### src/rtl/display_ctrl.sv
`default_nettype none
// ============================================================================
//  Module   : display_ctrl
//  Purpose  : Clock display mode controller. Selects time or alarm view,
//             walks the hour/minute/second edit fields, issues one-cycle
//             increment pulses and drives the edit-field blink phase.
//  Options  : define DISPLAY_CTRL_TIMEOUT_EN to add the key-inactivity
//             auto-return to time display after TIMEOUT_SEC seconds.
//  Revision : 1.0 - initial release
// ============================================================================
module display_ctrl #(
  parameter int TIMEOUT_SEC = 10
) (
  input  logic       clk,
  input  logic       reset,
  input  logic       tick_1hz,
  input  logic       key_mode,
  input  logic       key_next,
  input  logic       key_inc,
  output logic       sel,
  output logic [1:0] field,
  output logic       inc_time,
  output logic       inc_alarm,
  output logic       blank
);

  // Encoding chosen so bit 0 marks a SET state and bit 1 marks the alarm view.
  typedef enum logic [1:0] {
    TIME_SHOW  = 2'b00,
    TIME_SET   = 2'b01,
    ALARM_SHOW = 2'b10,
    ALARM_SET  = 2'b11
  } state_t;

  localparam logic [1:0] FIELD_NONE = 2'b00;
  localparam logic [1:0] FIELD_HOUR = 2'b01;
  localparam logic [1:0] FIELD_SEC  = 2'b11;

  // Reject an out-of-range timeout at elaboration rather than wrap silently.
  if (TIMEOUT_SEC < 1 || TIMEOUT_SEC > 63) begin : g_timeout_sec_check
    $error("display_ctrl: TIMEOUT_SEC must be in 1..63");
  end

  state_t     state_q, state_d;
  logic       sel_q, sel_d;
  logic [1:0] field_q, field_d;
  logic       inc_time_q, inc_time_d;
  logic       inc_alarm_q, inc_alarm_d;
  logic       blank_q, blank_d;
  logic       key_any;
  logic       in_set;
  logic       next_is_show;

`ifdef DISPLAY_CTRL_TIMEOUT_EN
  localparam logic [5:0] TIMEOUT_LIM = 6'(TIMEOUT_SEC);
  logic [5:0] cnt_q, cnt_d;
`endif

  assign key_any = key_mode | key_next | key_inc;
  assign in_set  = state_q[0];

  // Next-state, field, pulse and blink computation; key_mode > key_next > key_inc.
  always_comb begin
    state_d      = state_q;
    field_d      = field_q;
    inc_time_d   = 1'b0;
    inc_alarm_d  = 1'b0;
    blank_d      = blank_q;
    next_is_show = 1'b0;
`ifdef DISPLAY_CTRL_TIMEOUT_EN
    cnt_d        = cnt_q;
`endif

    if (key_mode) begin
      case (state_q)
        TIME_SHOW:  state_d = ALARM_SHOW;
        ALARM_SHOW: state_d = TIME_SHOW;
        default: begin
          // Any edit in progress is abandoned.
          state_d = TIME_SHOW;
          field_d = FIELD_NONE;
        end
      endcase
    end else if (key_next) begin
      case (state_q)
        TIME_SHOW: begin
          state_d = TIME_SET;
          field_d = FIELD_HOUR;
        end
        ALARM_SHOW: begin
          state_d = ALARM_SET;
          field_d = FIELD_HOUR;
        end
        TIME_SET: begin
          if (field_q == FIELD_SEC) begin
            state_d = TIME_SHOW;
            field_d = FIELD_NONE;
          end else begin
            field_d = field_q + 2'b01;
          end
        end
        default: begin
          if (field_q == FIELD_SEC) begin
            state_d = ALARM_SHOW;
            field_d = FIELD_NONE;
          end else begin
            field_d = field_q + 2'b01;
          end
        end
      endcase
    end else if (key_inc) begin
      inc_time_d  = (state_q == TIME_SET);
      inc_alarm_d = (state_q == ALARM_SET);
    end

    // A key press always reveals the field; otherwise blink on the second tick.
    if (key_any) begin
      blank_d = 1'b0;
    end else if (tick_1hz && in_set) begin
      blank_d = ~blank_q;
    end

`ifdef DISPLAY_CTRL_TIMEOUT_EN
    // Keys restart the inactivity window; the time view never counts.
    if (key_any) begin
      cnt_d = 6'd0;
    end else if (tick_1hz && (state_q != TIME_SHOW)) begin
      if (cnt_q + 6'd1 == TIMEOUT_LIM) begin
        state_d = TIME_SHOW;
        field_d = FIELD_NONE;
        cnt_d   = 6'd0;
      end else begin
        cnt_d = cnt_q + 6'd1;
      end
    end
    if (state_d == TIME_SHOW) begin
      cnt_d = 6'd0;
    end
`endif

    // SHOW states never display an edit field or a blanked digit.
    next_is_show = ~state_d[0];
    if (next_is_show) begin
      field_d = FIELD_NONE;
      blank_d = 1'b0;
    end

    sel_d = ~state_d[1];
  end

  // State and registered outputs; reset takes effect without a clock edge.
  always_ff @(posedge clk or posedge reset) begin
    if (reset) begin
      state_q     <= TIME_SHOW;
      sel_q       <= 1'b1;
      field_q     <= FIELD_NONE;
      inc_time_q  <= 1'b0;
      inc_alarm_q <= 1'b0;
      blank_q     <= 1'b0;
    end else begin
      state_q     <= state_d;
      sel_q       <= sel_d;
      field_q     <= field_d;
      inc_time_q  <= inc_time_d;
      inc_alarm_q <= inc_alarm_d;
      blank_q     <= blank_d;
    end
  end

`ifdef DISPLAY_CTRL_TIMEOUT_EN
  // Seconds of key inactivity outside the time view.
  always_ff @(posedge clk or posedge reset) begin
    if (reset) begin
      cnt_q <= 6'd0;
    end else begin
      cnt_q <= cnt_d;
    end
  end
`endif

  assign sel       = sel_q;
  assign field     = field_q;
  assign inc_time  = inc_time_q;
  assign inc_alarm = inc_alarm_q;
  assign blank     = blank_q;

endmodule
`default_nettype wire

### config.mk
export PLATFORM = sky130hd
export DESIGN_NAME = display_ctrl
export DESIGN_NICKNAME = d
export VERILOG_FILES = /design/src/rtl/display_ctrl.sv
export SDC_FILE = /design/constraint.sdc
export NUM_CORES = 1
export LEC_CHECK = 0
export CAP_MARGIN = 40
export CORE_AREA = 3 3 40 42
export DETAILED_ROUTE_END_ITERATION = 10
export DIE_AREA = 0 0 43 45
export PLACE_DENSITY_LB_ADDON = 0.15
export SETUP_SLACK_MARGIN = 0.5
export SKIP_CTS_REPAIR_TIMING = 1
export SYNTH_ARGS = -nofsm -noshare
export SYNTH_HDL_FRONTEND = slang
export SYNTH_SLANG_ARGS = --single-unit
export TNS_END_PERCENT = 30
### constraint.sdc
create_clock -name clk -period 1.2 [get_ports clk]
set_clock_uncertainty 0.1 [all_clocks]
set_input_delay 0.18 -clock clk [delete_from_list [all_inputs] [get_ports clk]]
set_output_delay 0.18 -clock clk [all_outputs]
set_load 0.1 [all_outputs]
==> results.ini <==
[clock_network]
tritoncts=yes
clock-sinks=8
numCtsBuffers=3
clock_path_buffers=2
htreeDepth=1
clk_latency_ns=0.25
cts_root_buffer=clkbuf_4
path_clk_slew_ns=0.06

[critical_path]
cp.depth=1
slowest_delay_ns=0.54
cp_cell_sequence=buf_12
critPathMaxFanout=1
crit_family=flip-flops
critical_path.startpoint=sel$_DFF_PP1_
r2r_start=field[0]$_DFFE_PP0P_
arrival_ns=0.95
crit_buf_inv=1
cp-end-kind=output port
critPathSlowestCell=dfstp_2
critPathKind=reg2out
critPathRequiredTime_ns=0.92
r2r_cells=3
start_kind=flop

[yosys]
synth_fa_ha_area_share_pct=3.55
synth_cell_types=20
ys_seq_elements=8
syn_nets=35
yosys_warnings=0
yosys.area_share.simple_pct=20.2
synth-compound-area-share_pct=9.57
synth-xor-area-share_pct=2.48
seq_area_frac_synth_pct=57.1
synth_top_family_by_area=simple AND/OR/NAND/NOR gates
avgSynthCellArea_um2=12.6
postSynthCellCount=28
synth.cell_area_um2=353
synth.area.mux_share_pct=6.03

[floorplanning]
ioPinCount=12
rows=13
die_h_um=45
die_area_mm2=0.00194
die_x_um=43
initial_core_util_pct=27.5
core_area_mm2=0.00128

[timing]
max_slew_margin_pct=80.4
min_period_ns=1.23
worst_pin_slew_ns=0.293
final-setup-viol-count=3
fmax_mhz=812
maxSlewViolCount=0
setup_tns_ns=-0.0664
rsz0062_at_grt=true
fin_ws_ns=-0.0317
hold_viol=0
fin_crit_sh_pct=103

[final_layout]
n_antenna_cell=0
drive_gt1_share_pct=56.3
fin_nets=56
final_cell_mix=6 x buf_12, 5 x buf_4
fill_cells=108
syn2layout_area_growth_pct=87.2
layout_commonest_cell=buf_12
final_util_pct=51.4

[routing]
dr.pass1.iters=2
num_vias=283
routed_wl_um=684
vias_per_cell=4.49
ant_nets=0
drc=0
wl_per_cell_um=10.9
drt_iter0_markers=1

[placement]
gp_congestion=0.755
port_buffers=11
hpwlAfterDp_um=532

[global_routing]
grt_pass1_wl_um=1150
grt.met1_usage_pct=9.95
grt_use_met3_pct=5.98
grt_remaining_overflow=0
busiest_layer=met2
grt_pass1_vias=253
grt_max_degree=9
use_met2_pct=11.4
track_usage_pct=8.84
antenna_found_initial=0

[power]
leakage_nw=0.301
pwr_density_cell_mw_per_mm2=1200
vdd_drop_max_mv=0.775

[job]
drv_cap=0

[hold_path]
hp-class=in2async

[outcome]
status=complete, but fails checks
violations=setup timing

-- area by class of cell --
cell class	count	area (µm²)	area share, %
clock buffers	4	26.3	3.98
inverters	1	3.75	0.568
multi-input cells	19	183	27.7
flip-flops and latches	8	214	32.4
well taps	15	18.8	2.84
repair buffers	16	215	32.6
-- per-layer routing --
metal / up-vias / wire length (µm)
met5: - / 0
met4: 0 / 9
met3: 2 / 60
met2: 9 / 319
met1: 131 / 295
li1: 141 / -
-- path summary, 6_finish.rpt --
kind                       slack [ns]                   end
hold / removal                   0.08  field[1]$_DFFE_PP0P_
hold reg to reg                  0.40         sel$_DFF_PP1_
max in group asynchronous        0.64         sel$_DFF_PP1_
min in group clk                 0.11     blank$_DFFE_PP0P_
setup reg to reg                 0.04  field[1]$_DFFE_PP0P_
setup / recovery                -0.03                   sel
-- power by group --
part	switching, mW	leakage [nW]	internal [mW]	total, mW
registers	0.0307	0.0971	0.304	0.334
clock network	0.0858	0.0150	0.127	0.213
logic	0.138	0.189	0.108	0.246
total	0.255	0.301	0.538	0.793
-- state kept, by name, indices dropped and copies added, names as in the netlist --
register	count
blank	1
sel	1
field	2
inc_alarm	1
inc_time	1
state_q	2
-- worst reg2reg max path, stage by stage, from the launching register on --
cell	delay, ns
dfrtp_4	0.51
ha_4	0.27
nand3b_1	0.07
a21oi_1	0.13
-- cells by family after synthesis --
group | after synthesis
DFF | 8
adders and majority gates | 1
and+or+nand+nor | 10
buffers and inverters | 1
xor gates and xnor gates | 1
AOI/OAI and AO/OA | 5
muxes | 2
-- per-stage QoR --
step                worst slack (ns)  instances  cell area (µm²)  hold slack (ns)  power (mW)
floorplan                    -0.0709         28              384           -0.105       0.470
global placement              -0.124         58              603            0.348       0.573
detailed placement            -0.149         58              603            0.344       0.576
CTS                          -0.0432         62              629           0.0825       0.793
global route                 -0.0729         63              661            0.106       0.844
finish                       -0.0317         63              661           0.0756       0.793
-- cell usage after synthesis (all sizes together) --
| master | count | area share, % |
|---|---|---|
| a32o | 1 | 2.8 |
| dfstp | 1 | 7.4 |
| o21ai | 1 | 1.4 |
| mux2i | 1 | 2.8 |
| xnor2 | 1 | 2.5 |
| nor2 | 2 | 2.1 |
| nor3b | 1 | 2.1 |
| inv | 1 | 1.1 |
| nand3b | 1 | 2.1 |
| mux2 | 1 | 3.2 |
| a31oi | 1 | 1.8 |
| a21oi | 1 | 1.4 |
| dfrtp | 7 | 50 |
| o21bai | 1 | 2.1 |
| and3 | 1 | 2.1 |
| ha | 1 | 3.5 |
| nor2b | 1 | 1.8 |
| nor4 | 1 | 3.5 |
| nand2b | 2 | 3.5 |
| and3b | 1 | 2.8 |
Power figures use the tool's default switching activity.
